[config.mk]
export PLATFORM = sky130hd
export DESIGN_NAME = acc_arbiter
export DESIGN_NICKNAME = d
export VERILOG_FILES = /design/src/rtl/acc_arbiter_pkg.sv /design/src/rtl/acc_rr_pick.sv /design/src/rtl/acc_arbiter.sv
export SDC_FILE = /design/constraint.sdc
export NUM_CORES = 1
export LEC_CHECK = 0
export ABC_AREA = 1
export CAP_MARGIN = 20
export CORE_AREA = 2 2 101 103
export DETAILED_ROUTE_END_ITERATION = 10
export DIE_AREA = 0 0 103 105
export PLACE_DENSITY = 0.85
export SYNTH_ARGS = -nofsm -noshare
export SYNTH_HDL_FRONTEND = slang
export SYNTH_SLANG_ARGS = --single-unit
[constraint.sdc]
create_clock -name clock -period 2.6 [get_ports clock]
set_input_delay 0.39 -clock clock [delete_from_list [all_inputs] [get_ports clock]]
set_output_delay 0.39 -clock clock [all_outputs]
set_load 0.01 [all_outputs]
[src/rtl/acc_arbiter_pkg.sv]
// Shared definitions for the accumulator write-port arbiter: state encoding,
// requester count/ID width and the one-hot acknowledge constants.
package acc_arbiter_pkg;

  localparam int NumReq  = 4;
  localparam int IdWidth = 2;

  typedef enum logic [1:0] {
    IDLE   = 2'd0,
    WRITE  = 2'd1,
    LOCKED = 2'd2
  } arb_state_e;

  localparam logic [NumReq-1:0] AckNone = 4'b0000;
  localparam logic [NumReq-1:0] AckAlu  = 4'b0001;
  localparam logic [NumReq-1:0] AckMem  = 4'b0010;
  localparam logic [NumReq-1:0] AckIo   = 4'b0100;
  localparam logic [NumReq-1:0] AckImm  = 4'b1000;

  function automatic logic [NumReq-1:0] ack_onehot(input logic [IdWidth-1:0] id);
    logic [NumReq-1:0] oh;
    case (id)
      2'd0:    oh = AckAlu;
      2'd1:    oh = AckMem;
      2'd2:    oh = AckIo;
      default: oh = AckImm;
    endcase
    return oh;
  endfunction

endpackage

[src/rtl/acc_rr_pick.sv]
// Combinational round-robin picker: searches last+1, last+2, ... modulo 4,
// skipping any requester set in the refusal mask.
module acc_rr_pick
  import acc_arbiter_pkg::*;
(
  input  logic [NumReq-1:0]  req,
  input  logic [IdWidth-1:0] last,
  input  logic [NumReq-1:0]  mask,
  output logic               valid,
  output logic [IdWidth-1:0] winner
);

  logic [NumReq-1:0]  eligible;
  logic [IdWidth-1:0] idx;

  assign eligible = req & ~mask;

  // Walk from the lowest priority (last itself) up to last+1 so the final
  // hit is the closest requester after the pointer.
  always_comb begin
    valid  = 1'b0;
    winner = last;
    idx    = last;
    for (int i = NumReq; i >= 1; i--) begin
      idx = last + IdWidth'(i);
      if (eligible[idx]) begin
        valid  = 1'b1;
        winner = idx;
      end
    end
  end

endmodule

[src/rtl/acc_arbiter.sv]
// Round-robin write-port arbiter for the accumulator load port with bounded
// bus lock and one-cycle-delayed flag capture tagged by writer ID.
//
//   state  | meaning
//   IDLE   | no write issued this cycle
//   WRITE  | round-robin write issued this cycle
//   LOCKED | write issued to a locking requester (owner = last)
module acc_arbiter
  import acc_arbiter_pkg::*;
#(
  parameter int DataWidth = 32,
  parameter int MaxLock   = 8
) (
  input  logic                          clock,
  input  logic                          reset,
  input  logic [NumReq-1:0]             Req,
  input  logic [NumReq-1:0]             Lock,
  input  logic [NumReq*DataWidth-1:0]   ReqData,
  input  logic                          ACCZero,
  input  logic                          ACCNeg,
  output logic                          ACCInEn,
  output logic [DataWidth-1:0]          ACCDataIn,
  output logic [NumReq-1:0]             Ack,
  output logic [IdWidth-1:0]            GrantId,
  output logic                          FlagValid,
  output logic                          FlagZero,
  output logic                          FlagNeg,
  output logic [IdWidth-1:0]            FlagId,
  output logic                          Busy
);

  localparam logic [3:0] MaxLockC = 4'(MaxLock);

  arb_state_e          state, next_state;
  logic [IdWidth-1:0]  last;
  logic [3:0]          lock_cnt, next_cnt;
  logic                grant;
  logic [IdWidth-1:0]  win_id;
  logic                owner_hold;
  logic                at_bound;
  logic [NumReq-1:0]   refuse_mask;
  logic                pick_valid;
  logic [IdWidth-1:0]  pick_winner;
  logic [DataWidth-1:0] req_word [NumReq];

  for (genvar g = 0; g < NumReq; g++) begin : g_unpack
    assign req_word[g] = ReqData[g*DataWidth +: DataWidth];
  end

  // In LOCKED the owner is always the most recent winner.
  assign owner_hold  = (state == LOCKED) && Req[last] && Lock[last];
  assign at_bound    = (lock_cnt >= MaxLockC);
  assign refuse_mask = (owner_hold && at_bound) ? ack_onehot(last) : AckNone;

  acc_rr_pick u_pick (
    .req    (Req),
    .last   (last),
    .mask   (refuse_mask),
    .valid  (pick_valid),
    .winner (pick_winner)
  );

  always_comb begin
    next_state = IDLE;
    next_cnt   = lock_cnt;
    grant      = 1'b0;
    win_id     = last;
    if (owner_hold && !at_bound) begin
      grant      = 1'b1;
      win_id     = last;
      next_cnt   = lock_cnt + 4'd1;
      next_state = LOCKED;
    end else if (owner_hold && !pick_valid) begin
      // Nobody else waiting: owner keeps the port, count stays saturated.
      grant      = 1'b1;
      win_id     = last;
      next_state = LOCKED;
    end else if (pick_valid) begin
      grant      = 1'b1;
      win_id     = pick_winner;
      next_cnt   = 4'd0;
      next_state = Lock[pick_winner] ? LOCKED : WRITE;
    end else begin
      next_cnt   = 4'd0;
      next_state = IDLE;
    end
  end

  always_ff @(posedge clock or posedge reset) begin
    if (reset) begin
      state     <= IDLE;
      last      <= 2'd3;
      lock_cnt  <= 4'd0;
      ACCInEn   <= 1'b0;
      ACCDataIn <= '0;
      Ack       <= AckNone;
      GrantId   <= '0;
      FlagValid <= 1'b0;
      FlagZero  <= 1'b0;
      FlagNeg   <= 1'b0;
      FlagId    <= '0;
    end else begin
      state    <= next_state;
      lock_cnt <= next_cnt;
      ACCInEn  <= grant;
      if (grant) begin
        ACCDataIn <= req_word[win_id];
        Ack       <= ack_onehot(win_id);
        GrantId   <= win_id;
        last      <= win_id;
      end else begin
        Ack <= AckNone;
      end
      // The accumulator loaded on the falling edge of the grant cycle.
      FlagValid <= ACCInEn;
      if (ACCInEn) begin
        FlagZero <= ACCZero;
        FlagNeg  <= ACCNeg;
        FlagId   <= GrantId;
      end
    end
  end

  assign Busy = (state != IDLE);

endmodule
==> results.json, run 1 <==
{
  "use_met3": 0.05886,
  "firstDrtPassIters": 5,
  "coreArea_um2": 9639,
  "h-tree-depth": 2,
  "grt-ovfl-total": 0,
  "initial_core_util": 0.4211,
  "worst_slew_pin_slew_ns": 0.7012,
  "cts_sinks": 52,
  "n_antenna_cell": 0,
  "grt_use_met1": 0.2863,
  "relSlewSlack": 0.5325,
  "finalHoldViolCount": 0,
  "cts_max_path_buffers": 2,
  "dp_hpwl_um": 9942,
  "synth.distinct_cells": 30,
  "synth_warnings": 0,
  "final_cell_mix": "clkdlybuf4s50_1 (183), nand2_1 (150), inv_1 (141), nand3_1 (95), nand3_2 (74)",
  "layout.cells.non_filler": 1016,
  "clk_latency_ns": 0.31,
  "die_area_um2": 10820,
  "ys_seq_elements": 52,
  "first_iter_violations": 281,
  "critPathRequiredTime_ns": 2.82,
  "critPathKind": "reg2reg",
  "critPathCaptureType": "register",
  "period_needed_ns": 2.781,
  "slew_violations": 0,
  "cts-buffers-inserted": 5,
  "fp-row-count": 36,
  "place_area_um2": 6329,
  "cts_root_buf": "clkbuf_8",
  "min_from": "ACCDataIn[4]$_DFFE_PP0P_",
  "io_buffer_count": 184,
  "reg2reg_depth": 19,
  "arrival_ns": 3.00,
  "critPathLaunchType": "register",
  "holdCritPathClass": "reg2reg",
  "drt-total-wl_um": 17260,
  "ant_nets": 0,
  "period_share": 1.070,
  "drive_gt1_frac": 0.2684,
  "gp_congestion": 0.8078,
  "clk_pin_slew_ns": 0.10,
  "ys_seq_area_frac": 0.3212,
  "die_y_um": 105,
  "syn-num-nets": 801,
  "r2r-start": "last[0]$_DFFE_PP1P_",
  "nets": 1028,
  "crit_path_max_fanout": 7,
  "mostFrequentLayoutCell": "clkdlybuf4s50_1",
  "setup_ws_ns": -0.1812,
  "setup_viol": 38,
  "grt_util_met2": 0.4397,
  "netlist_instances": 655,
  "grt_max_degree": 53,
  "viasPerCell": 5.202,
  "placedCellCount": 977,
  "avgSynthCellArea_um2": 6.197,
  "cts_hold_buf": 0,
  "fmax_mhz": 359.6,
  "synthToLayoutAreaGrowth_pct": 91.89,
  "syn-cell-area_um2": 4059,
  "fin_skew_ns": 0.007338,
  "r2r_setup_slack_ns": -0.18,
  "fin_area_um2": 7789,
  "busiest_layer": "met2",
  "gr-usage-all-layers": 0.2492,
  "grt_setup_unrepaired": "true",
  "cap_viol_max_count": 0,
  "whs_endpoint": "ACCDataIn[4]$_DFFE_PP0P_",
  "grt_pass1_wl_um": 21690,
  "vias": 5285,
  "cts_tree": "yes",
  "wl_per_cell_um": 16.99,
  "rr_endpoint": "ACCDataIn[16]$_DFFE_PP0P_",
  "hold_path_depth": 2,
  "grt_pass1_vias": 4791,
  "antenna_found_initial": 0,
  "drc": 0,
  "die_w_um": 103,
  "violations": "negative setup slack",
  "status": "finished with violations",
  "boundaryPins": 185
}
routing by layer:
layer | share of wire | wire length [µm]
met1 | 0.37 | 6390
met2 | 0.50 | 8620
met3 | 0.090 | 1554
met5 | 0 | 0
met4 | 0.040 | 699
final cells by class:
cell class | count | area, µm²
clock buffers | 5 | 68.82
clock inverters | 3 | 90.09
fillers | 599 | 1851
inverters | 148 | 565.5
multi-input cells | 419 | 2733
flip-flops and latches | 52 | 1304
well taps | 133 | 166.4
repair buffers | 256 | 2861
Yosys cell counts, drive strengths merged:
| cell | n | area, µm² |
|---|---|---|
| nand2 | 197 | 749.5 |
| nand3 | 182 | 915.9 |
| inv | 148 | 558.0 |
| dfrtp | 50 | 1251 |
| buf | 26 | 181.4 |
| nor2 | 14 | 91.34 |
| clkbuf | 10 | 37.54 |
| o21ai | 8 | 55.05 |
| ha | 6 | 75.07 |
| mux2 | 3 | 33.78 |
| a21oi | 2 | 10.01 |
| dfstp | 2 | 52.55 |
| nor3 | 2 | 10.01 |
| o211ai | 1 | 7.510 |
| o22ai | 1 | 6.260 |
| o41ai | 1 | 8.760 |
| or2 | 1 | 6.260 |
| xnor2 | 1 | 8.760 |
kinds of logic (layout without fill, tap and decap cells):
family / Yosys count / in the layout / synth area share
xor gates and xnor gates: 1 / 1 / 0.002158
DFF: 52 / 52 / 0.3212
muxes: 3 / 3 / 0.008322
AOI/OAI and AO/OA: 13 / 13 / 0.02158
adders and majority gates: 6 / 6 / 0.01850
and+or+nand+nor: 396 / 396 / 0.4368
buffers and inverters: 184 / 412 / 0.1914
worst max-delay path, cell delays in order (launching register included):
cell,delay (ns)
dfstp_2,0.62
nand3_1,0.11
nand2_1,0.13
nor2_4,0.06
nor2_8,0.17
nand3_2,0.12
nand3_1,0.12
nand2_2,0.07
nor2_1,0.21
nand2_2,0.10
nor2_4,0.13
nor2_4,0.09
buf_12,0.14
nand2_8,0.10
buf_6,0.15
nand3_1,0.10
nand3_1,0.09
nand2_1,0.05
nand2_1,0.05
nand2_1,0.05
stage by stage:
step             util  setup TNS [ns]  setup slack (ns)  hold slack, ns
3_3_place_gp   0.6565          -3.483           -0.1386          0.4614
2_1_floorplan       -               0            0.2134          0.4872
4_1_cts        0.6738               0           0.01825          0.4898
3_5_place_dp   0.6565          -7.674           -0.2460          0.4639
5_1_grt        0.8080          -9.933           -0.3383          0.5039
6_report       0.8080          -4.169           -0.1812          0.4862
sequential cells by signal (all words and copies together), names as in the netlist:
name / flops
ACCInEn: 1
lock_cnt: 4
GrantId: 2
Ack: 4
last: 2
FlagId: 2
FlagZero: 1
ACCDataIn: 32
FlagNeg: 1
state: 2
FlagValid: 1
how the worst max path moves through the flow:
| stage | depth (start not counted) | slack [ns] | from | to |
|---|---|---|---|---|
| 3_5_place_dp | 21 | -0.25 | Lock[2] | ACCDataIn[10]$_DFFE_PP0P_ |
| 4_1_cts | 21 | 0.02 | last[0]$_DFFE_PP1P_ | ACCDataIn[10]$_DFFE_PP0P_ |
| 2_1_floorplan | 20 | 0.21 | last[0]$_DFFE_PP1P_ | ACCDataIn[18]$_DFFE_PP0P_ |
| 5_1_grt | 19 | -0.34 | last[0]$_DFFE_PP1P_ | ACCDataIn[16]$_DFFE_PP0P_ |
| 6_report | 19 | -0.18 | last[0]$_DFFE_PP1P_ | ACCDataIn[16]$_DFFE_PP0P_ |
| 3_3_place_gp | 22 | -0.14 | Lock[2] | ACCDataIn[5]$_DFFE_PP0P_ |
what timing repair did:
item / in CTS / in global routing
pin swaps: 0 / 57
cloned: 0 / 17
endpoints found under the setup margin: 1 / 43
setup buffers: 1 / 13
gates resized for setup: 0 / 187
Power of run 1 is left out: the tool's default activity adds up to more than one toggle a clock period on the data nets, which glitch-free logic cannot reach.
==> inputs of run 2 (changes only) <==
Settings changed: CTS_CLUSTER_DIAMETER set to 120.
==> results of run 2 <==
The final DEF is identical to that of run 1; final timing and power are the same.
Power of run 2 is left out for the same reason.
